==> src/rtl/relu_maxpool_2x2_pkg.sv <==
// relu_maxpool_2x2_pkg: shared widths, frame-size defaults and requantise helpers for the conv/pool chain.
package relu_maxpool_2x2_pkg;

    localparam int DIN_W    = 18;
    localparam int DOUT_W   = 8;
    localparam int IN_W_DEF = 478;
    localparam int IN_H_DEF = 270;

    localparam logic signed [DIN_W-1:0] SAT_MAX = DIN_W'((1 << DOUT_W) - 1);

    // Shift happens at full input width; saturation is decided before truncating to DOUT_W.
    function automatic logic [DOUT_W-1:0] relu_requant(input logic signed [DIN_W-1:0] x, input int sh);
        logic signed [DIN_W-1:0] s;
        s = x >>> sh;
        return x[DIN_W-1] ? '0 : (s > SAT_MAX) ? '1 : s[DOUT_W-1:0];
    endfunction

    function automatic logic [DOUT_W-1:0] umax(input logic [DOUT_W-1:0] a, input logic [DOUT_W-1:0] b);
        return (a > b) ? a : b;
    endfunction

endpackage

==> src/rtl/relu_maxpool_2x2_if.sv <==
// relu_maxpool_2x2_if: conv-result input stream and pooled 8-bit output stream of the pool stage.
interface relu_maxpool_2x2_if;
    import relu_maxpool_2x2_pkg::*;

    logic                     valid_in;
    logic signed [DIN_W-1:0]  din;
    logic                     valid_out;
    logic        [DOUT_W-1:0] dout;
    logic                     frame_done;

    modport master (output valid_in, din, input valid_out, dout, frame_done);
    modport slave  (input valid_in, din, output valid_out, dout, frame_done);

endinterface

==> src/rtl/relu_maxpool_2x2_pool_line_buffer.sv <==
// relu_maxpool_2x2_pool_line_buffer: simple dual-port RAM holding one row of horizontal maxima, registered read.
module relu_maxpool_2x2_pool_line_buffer #(
    parameter int DEPTH = 239,
    parameter int W     = 8,
    parameter int AW    = 8
) (
    input  logic          clk,
    input  logic          we_i,
    input  logic [AW-1:0] waddr_i,
    input  logic [W-1:0]  wdata_i,
    input  logic          re_i,
    input  logic [AW-1:0] raddr_i,
    output logic [W-1:0]  rdata_o
);
    logic [W-1:0] mem [DEPTH];
    logic [W-1:0] rdata_q;

    always_ff @(posedge clk) begin
        if (we_i) mem[waddr_i] <= wdata_i;
        if (re_i) rdata_q <= mem[raddr_i];
    end

    assign rdata_o = rdata_q;

endmodule

==> src/rtl/relu_maxpool_2x2.sv <==
// relu_maxpool_2x2: ReLU + shift/saturate requantisation followed by 2x2 stride-2 max-pooling of a raster stream.
module relu_maxpool_2x2
    import relu_maxpool_2x2_pkg::*;
#(
    parameter int IN_W  = IN_W_DEF,
    parameter int IN_H  = IN_H_DEF,
    parameter int SHIFT = 0
) (
    input logic               clk,
    input logic               rst,
    relu_maxpool_2x2_if.slave pool_io
);
    localparam int CW    = $clog2(IN_W + 1);
    localparam int RW    = $clog2(IN_H + 1);
    localparam int DEPTH = (IN_W / 2 > 0) ? IN_W / 2 : 1;
    localparam int AW    = (DEPTH > 1) ? $clog2(DEPTH) : 1;

    localparam logic [CW-1:0] COL_MAX       = CW'(IN_W - 1);
    localparam logic [RW-1:0] ROW_MAX       = RW'(IN_H - 1);
    localparam logic [CW-1:0] COL_POOL_LAST = CW'(2 * (IN_W / 2) - 1);
    localparam logic [RW-1:0] ROW_POOL_LAST = RW'(2 * (IN_H / 2) - 1);

    logic              s1_valid_q;
    logic [DOUT_W-1:0] s1_pix_q;
    logic [CW-1:0]     col_q, col_d;
    logic [RW-1:0]     row_q, row_d;
    logic [DOUT_W-1:0] h_q, hmax, rdata;
    logic              wr_en, rd_en, pool_fire, last_pool;
    logic [AW-1:0]     lb_addr;
    logic              valid_out_q, frame_done_q;
    logic [DOUT_W-1:0] dout_q;

    // Counters describe the stage-1 sample, so every decision below refers to s1_pix_q.
    always_comb begin
        col_d     = (col_q == COL_MAX) ? '0 : col_q + 1'b1;
        row_d     = (col_q != COL_MAX) ? row_q : (row_q == ROW_MAX) ? '0 : row_q + 1'b1;
        hmax      = umax(h_q, s1_pix_q);
        wr_en     = s1_valid_q & ~row_q[0] & col_q[0];
        rd_en     = s1_valid_q & row_q[0] & ~col_q[0];
        pool_fire = s1_valid_q & row_q[0] & col_q[0];
        last_pool = (row_q == ROW_POOL_LAST) && (col_q == COL_POOL_LAST);
        lb_addr   = AW'(col_q >> 1);
    end

    always_ff @(posedge clk) begin
        if (rst) begin
            s1_valid_q   <= 1'b0;
            s1_pix_q     <= '0;
            col_q        <= '0;
            row_q        <= '0;
            valid_out_q  <= 1'b0;
            frame_done_q <= 1'b0;
            dout_q       <= '0;
        end else begin
            s1_valid_q   <= pool_io.valid_in;
            if (pool_io.valid_in) s1_pix_q <= relu_requant(pool_io.din, SHIFT);
            valid_out_q  <= pool_fire;
            frame_done_q <= pool_fire & last_pool;
            if (pool_fire) dout_q <= umax(rdata, hmax);
            if (s1_valid_q) begin
                col_q <= col_d;
                row_q <= row_d;
            end
        end
    end

    always_ff @(posedge clk) begin
        if (s1_valid_q & ~col_q[0]) h_q <= s1_pix_q;
    end

    relu_maxpool_2x2_pool_line_buffer #(
        .DEPTH (DEPTH),
        .W     (DOUT_W),
        .AW    (AW)
    ) u_line_buffer (
        .clk     (clk),
        .we_i    (wr_en),
        .waddr_i (lb_addr),
        .wdata_i (hmax),
        .re_i    (rd_en),
        .raddr_i (lb_addr),
        .rdata_o (rdata)
    );

    assign pool_io.valid_out  = valid_out_q;
    assign pool_io.dout       = dout_q;
    assign pool_io.frame_done = frame_done_q;

endmodule
==> src/flat_wrapper.sv <==
// flat-port wrapper written by rule: the top's interface ports become plain ports
module relu_maxpool_2x2_flat import relu_maxpool_2x2_pkg::*;
#(
    parameter int IN_W  = IN_W_DEF,
    parameter int IN_H  = IN_H_DEF,
    parameter int SHIFT = 0
)
  (clk, rst, pool_io_valid_in, pool_io_din, pool_io_valid_out, pool_io_dout, pool_io_frame_done);
  relu_maxpool_2x2_if pool_io_i ();
  input logic clk;
  input logic rst;
  input wire logic [$bits(pool_io_i.valid_in)-1:0] pool_io_valid_in;
  input wire logic [$bits(pool_io_i.din)-1:0] pool_io_din;
  output wire logic [$bits(pool_io_i.valid_out)-1:0] pool_io_valid_out;
  output wire logic [$bits(pool_io_i.dout)-1:0] pool_io_dout;
  output wire logic [$bits(pool_io_i.frame_done)-1:0] pool_io_frame_done;
  assign pool_io_i.valid_in = pool_io_valid_in;
  assign pool_io_i.din = pool_io_din;
  assign pool_io_valid_out = pool_io_i.valid_out;
  assign pool_io_dout = pool_io_i.dout;
  assign pool_io_frame_done = pool_io_i.frame_done;
  relu_maxpool_2x2 #(.IN_W(IN_W), .IN_H(IN_H), .SHIFT(SHIFT)) u_core (.clk(clk), .rst(rst), .pool_io(pool_io_i));
endmodule
==> config.mk <==
export PLATFORM = sky130hd
export DESIGN_NAME = relu_maxpool_2x2_flat
export DESIGN_NICKNAME = d
export VERILOG_FILES = /design/src/rtl/relu_maxpool_2x2_pkg.sv /design/src/rtl/relu_maxpool_2x2_if.sv /design/src/rtl/relu_maxpool_2x2_pool_line_buffer.sv /design/src/rtl/relu_maxpool_2x2.sv /design/src/flat_wrapper.sv
export SDC_FILE = /design/constraint.sdc
export NUM_CORES = 2
export LEC_CHECK = 0
export BUFFER_PORTS_ARGS = -buffer_cell sky130_fd_sc_hd__clkbuf_2
export CAP_MARGIN = 20
export CORE_MARGIN = 2
export CORE_UTILIZATION = 42
export CTS_BUF_LIST = sky130_fd_sc_hd__clkbuf_16
export DETAILED_ROUTE_END_ITERATION = 8
export SLEW_MARGIN = 20
export SYNTH_ARGS = -nofsm -noshare
export SYNTH_HDL_FRONTEND = slang
export SYNTH_HIERARCHICAL = 1
export SYNTH_SLANG_ARGS = --single-unit
==> constraint.sdc <==
create_clock -name clk -period 6.1 [get_ports clk]
set_input_delay 0.305 -clock clk [delete_from_list [all_inputs] [get_ports clk]]
set_output_delay 0.305 -clock clk [all_outputs]
set_load 0.02 [all_outputs]
Word-level counts from Yosys, hierarchy flattened
Memory sizes are Yosys's and may differ from the RTL's. A register that Yosys moved wholly into a read port is not among the register bits.
Cells that the tools add are included.
Word-level totals
  flip-flop bits (word level): 45
  latch bits: 0
  bits in writable memories: 1912
  bits in read-only memories: 0
  input bits: 21
  output and inout port bits: 10
  logic and storage cells: 37
  memories: 1
Memory list
  u_core.u_line_buffer.mem: words 239, bits a word 8, read ports 1, clocked after Yosys merged registers in 1, write ports 1, line relu_maxpool_2x2_pool_line_buffer.sv:15  | logic [W-1:0] mem [DEPTH];
Cells by class
  add/sub/neg operators: 2
  multiply operators: 0
  divide/modulo/power cells: 0
  order comparisons: 3
  equal/unequal tests: 3
  shifts and indexed selects: 0
  muxes and demuxes: 8
  bitwise logic cells: 10
  reductions and logical operators: 2
Operators by type and width (count)
  $mux W8: 4
  $add A9 B1 Y9 const B: 2
  $eq A9 B9 Y1 const B: 2
  $gt A18 B9 Y1 const B: 1
  $mux W9: 2
  $gt A8 B8 Y1: 2
  $ne A9 B9 Y1 const B: 1
  $and A1 B1 Y1: 7
  $not A1 Y1: 3
  $mux W1: 2
  $reduce_and A2 Y1: 1
  $logic_and A1 B1 Y1: 1

Depth between registers and ports, before layout
  depth in word-level cells: 5
  gate-level depth with buffers: 16
  mapped depth without buffers: 15

Hierarchy
The synthesis kept the hierarchy.
Modules (own cells, without submodules)
  relu_maxpool_2x2_pool_line_buffer: times used 1, cells each 3454, area each 74427.6 um^2, sequential area each 57655.3 um^2
  relu_maxpool_2x2: times used 1, cells each 250, area each 2322.2 um^2, sequential area each 980.9 um^2

Worst setup path before layout
OpenSTA, ideal clock, no wires.
  path kind: reg2reg
  from: register u_core.s1_pix_q[1]
  to: register u_core.dout_q[0], in the netlist u_core/pool_io.dout[0]
  library setup time: 0.074 ns
  data arrival time: 5.567 ns
  required time: 6.026 ns
  slack: 0.459 ns
  cell stages (with the launch flop): 17
  path buffers: 1
  period minus slack after synthesis: 5.641 ns
  cells stage by stage: dfxtp_1 inv_1 ha_1 nor2b_1 o211ai_1 a21oi_1 o22ai_2 mux2i_1 inv_1 ha_1 nor2b_1 o211ai_1 a21oi_1 o22a_1 clkbuf_1 nand2b_1 o21ai_0
On the way
  longest elaborated chain between the ends: 4
RTL lines
  start, declared: line relu_maxpool_2x2.sv:24  | logic [DOUT_W-1:0] s1_pix_q;
  start signal, assigned: line relu_maxpool_2x2.sv:56  | if (pool_io.valid_in) s1_pix_q <= relu_requant(pool_io.din, SHIFT);
  $gt A8 B8 Y1 *: line relu_maxpool_2x2_pkg.sv:19  | return (a > b) ? a : b;
  $mux W8 *: line relu_maxpool_2x2_pkg.sv:19
  named net u_core.hmax[0]: line relu_maxpool_2x2.sv:27  | logic [DOUT_W-1:0] h_q, hmax, rdata;
  $gt A8 B8 Y1: line relu_maxpool_2x2_pkg.sv:19
  $mux W8 *: line relu_maxpool_2x2_pkg.sv:19
  end signal, assigned: line relu_maxpool_2x2.sv:59  | if (pool_fire) dout_q <= umax(rdata, hmax);
  end, declared: line relu_maxpool_2x2.sv:31  | logic [DOUT_W-1:0] dout_q;
Mark *: on every way through the listed nets, which the timed path passes. The rest lies on a longest branch.
A chain may end at the register's enable or synchronous reset.

==> results.sh <==
export IMPL_postSynth_asyncResetShare_pct=0
export IMPL_post_cts_setup_buffer_count=0
export IMPL_multiInputGateArea_sq_um=16900
export IMPL_gr_usage_all_layers_pct=20.8
export IMPL_io_pins=31
export IMPL_detail_route_wl_per_cell_microns=30.5
export IMPL_post_synth_main_area_contributors="edfxtp_1 75%, mux4_2 14%, mux2i_1 2.0%, nor2_1 1.4%, dfxtp_1 0.97%"
export IMPL_outcome="finished, final reports clean"
export IMPL_synthFlopType="edfxtp_1"
export IMPL_critPathMaxFanout=97
export IMPL_detail_route_antenna_nets=0
export IMPL_drt_iter0_drc=4513
export IMPL_grt_setup_unrepaired="false"
export IMPL_cp_cell_instances="buf_12 > buf_4 > mux4_2 > a22o_1 > a221oi_1 > o22ai_1 > a21oi_1 > nand2_1 > o211a_1"
export IMPL_synth_edff_count=1928
export IMPL_timing_critical_path_arrival_ns=5.08
export IMPL_worstMarginPinSlew_ns=1.20
export IMPL_grt_pass1_vias=37466
export IMPL_timing_critical_path_slowest_stage_cell="dfxtp_4"
export IMPL_vdd_ir_drop_max_uv=227
export IMPL_total_area_of_sequential_cells_sq_um=58700
export IMPL_critPathMaxStageDelay_ns=0.78
export IMPL_synthDominantCellAreaShare_pct=75.4
export IMPL_post_route_drc_count=0
export IMPL_clock_insertion_delay_worst_skew_ns=0.84
export IMPL_maxSlewViolCount=0
export IMPL_root_buffer="clkbuf_16"
export IMPL_fp_row_count=156
export IMPL_yosys_mux_area_fraction_pct=15.6
export IMPL_fmax_ghz=0.222
export IMPL_final_period_minus_worst_setup_slack_ns=4.50
export IMPL_final_setup_tns_ns=0
export IMPL_hpwl_microns=116000
export IMPL_synth_largest_area_cell="edfxtp_1"
export IMPL_share_of_the_synthesized_area_in_compound_gates_ao_oa_aoi_oai_pct=2.81
export IMPL_ctsHoldBuffers=29
export IMPL_ys_seq_elements=1965
export IMPL_max_slew_margin_pct=19.4
export IMPL_dr_pass1_iters=6
export IMPL_cts_tree="built"
export IMPL_cts_resized=0
export IMPL_placed_area_sq_um=79600
export IMPL_critical_path_top_delay_family="compound AO/OA/AOI/OAI gates"
export IMPL_yosysUniqueCellTypes=58
export IMPL_drive_gt1_share_pct=22.0
export IMPL_synth_top_family_by_area="multiplexers"
export IMPL_core_sq_um=181000
export IMPL_tritoncts_num_buffers=195
export IMPL_postSynthNetCount=3745
export IMPL_drt_vias_per_instance=5.98
export IMPL_fin_util_pct=47.6
export IMPL_gp_congestion=0.829
export IMPL_ctsLongestPathBuffers=3
export IMPL_required_ns=6.68
export IMPL_clk_pin_slew_worst_paths_ns=0.06
export IMPL_starting_density_pct=42.4
export IMPL_arithmetic_cell_share_of_the_synthesized_area_counting_full_adders_half_adders_and_majority_gates_pct=0.326
export IMPL_grt_max_degree=167
export IMPL_power_per_cell_area_nw_per_um2=324
export IMPL_fillers=14728
export IMPL_die_area_sq_um=186000
export IMPL_syn_instance_count=3704
export IMPL_synthesis_area_per_instance_sq_um=20.7
export IMPL_port_buffer_count=30
export IMPL_cp_end_kind="flip-flop"
export IMPL_yosys_warnings=6
export IMPL_finalHoldViolCount=0
export IMPL_layout_nets=3866
export IMPL_area_growth_syn_to_layout_pct=12.3
export IMPL_critPathBufInv=2
export IMPL_grt_overflow=0
export IMPL_layout_cells_most_common_list="1928 x edfxtp_1, 461 x mux4_2, 290 x nor2_1"
export IMPL_synthSimpleGateAreaFrac_pct=3.07
export IMPL_synth_seq_area_share_pct=76.4
export IMPL_whs_ns=0.421
export IMPL_die_h_microns=431
export IMPL_postLayoutCellArea_sq_um=86200
export IMPL_die_x_microns=431
export IMPL_path_category_of_the_worst_min_delay_check="input port to flip-flop"
export IMPL_leakage_power_of_the_design_nw=26.1
export IMPL_setup_viol=0
export IMPL_wire_length_of_the_first_global_routing_pass_microns=277000
export IMPL_number_of_antenna_violations_at_the_first_check_in_global_routing=5
export IMPL_final_common_cell="edfxtp_1"
export IMPL_maxCapViolations=0
export IMPL_synth_xor_xnor_area_share_pct=0.160
export IMPL_routed_wl_microns=194000
export IMPL_fin_crit_sh_pct=73.7
export IMPL_dr_total_vias=38015
export IMPL_worstSetupStartpointType="flip-flop"
export IMPL_cts_num_sinks=1965
export IMPL_mappedNetlistArea_sq_um=76700
export IMPL_cts_max_level=4
export IMPL_clock_skew_ns=0.0460
export IMPL_setup_worst_path_class="flip-flop to flip-flop"
[worst reg2reg max path: cells and delay by family, from the launching register on]
family,cells,cell delay (ns)
mux,1,0.33
simple gates,1,0.37
compound gates,5,1.74
flops,1,0.78
buf+inv,2,1.04
[cell type report]
| type | count | share of cell area, % |
|---|---|---|
| clock inverters | 159 | 1.57 |
| diodes | 2 | 0.00581 |
| flip-flops and latches | 1965 | 68.1 |
| repair buffers | 141 | 1.39 |
| inverters | 31 | 0.205 |
| multi-input cells | 1491 | 19.6 |
| clock buffers | 196 | 5.69 |
| well taps | 2370 | 3.44 |
[flip-flops by register name (all words and copies together), names as in the netlist, 8 cells and up]
register	count
u_core/u_line_buffer/mem	1912
u_core/col_q	9
u_core/row_q	9
u_core/h_q	8
u_core/pool_io.dout	8
u_core/s1_pix_q	8
u_core/u_line_buffer/rdata_o	8
[cell usage after synthesis (19+ instances only)]
cell type / instances
edfxtp_1: 1928
nor2b_1: 20
dfxtp_1: 37
nand4_1: 21
mux2i_1: 153
a22oi_1: 49
buf_4: 34
o21ai_0: 37
o22ai_1: 35
nor2_1: 296
buf_6: 19
ha_1: 20
buf_2: 39
nand2_1: 88
a211oi_1: 26
a221oi_1: 25
clkbuf_1: 102
a22o_1: 22
mux4_2: 461
buf_1: 21
nand3_1: 33
a21oi_1: 53
inv_1: 30
[layer usage]
metal  track usage, %  wire, microns  part of all wire [%]
met1             30.0          80400                    41
met2             32.3          92200                    48
met3             3.82          15700                   8.1
met4             6.45           5670                   2.9
met5                0              0                     0
[kinds of logic (layout without fill, tap and decap cells)]
kind of cell,Yosys count,after routing
xor gates and xnor gates,14,14
other,0,2
adders and majority gates,20,20
buffers and inverters,248,527
muxes,618,618
DFF,1965,1965
and+or+nand+nor,532,532
AOI/OAI and AO/OA,307,307
[worst paths after layout]
path                                       startpoint  cells after the start                                        end  slack, ns
setup / recovery         u_core/col_q[2]$_SDFFE_PP0P_                      9  u_core/u_line_buffer/rdata_o[5]$_DFFE_PP_       1.60
setup reg to reg         u_core/col_q[2]$_SDFFE_PP0P_                      9  u_core/u_line_buffer/rdata_o[5]$_DFFE_PP_       1.60
hold reg to reg   u_core/pool_io.dout[2]$_SDFFE_PP0P_                      2        u_core/pool_io.dout[2]$_SDFFE_PP0P_       0.49
hold / removal                                    rst                      3               u_core/row_q[1]$_SDFFE_PP0P_       0.42
[where the power goes]
part	internal (mW)	switching (mW)	total (mW)
Combinational	0.356	0.787	1.14
Sequential	15.1	0.0176	15.1
Clock	6.54	5.11	11.7
Total	22.0	5.92	27.9
[metrics by stage]
step                      total power, mW  instances  worst slack, ns
final                                27.9       6355             1.60
after global routing                 28.7       6354             1.69
after CTS                            28.1       6353             1.76
after detailed placement             16.5       5969             1.77
after global placement               16.5       5967            0.953
after floorplan                      16.2       3704            0.459
Power figures use the tool's default switching activity.
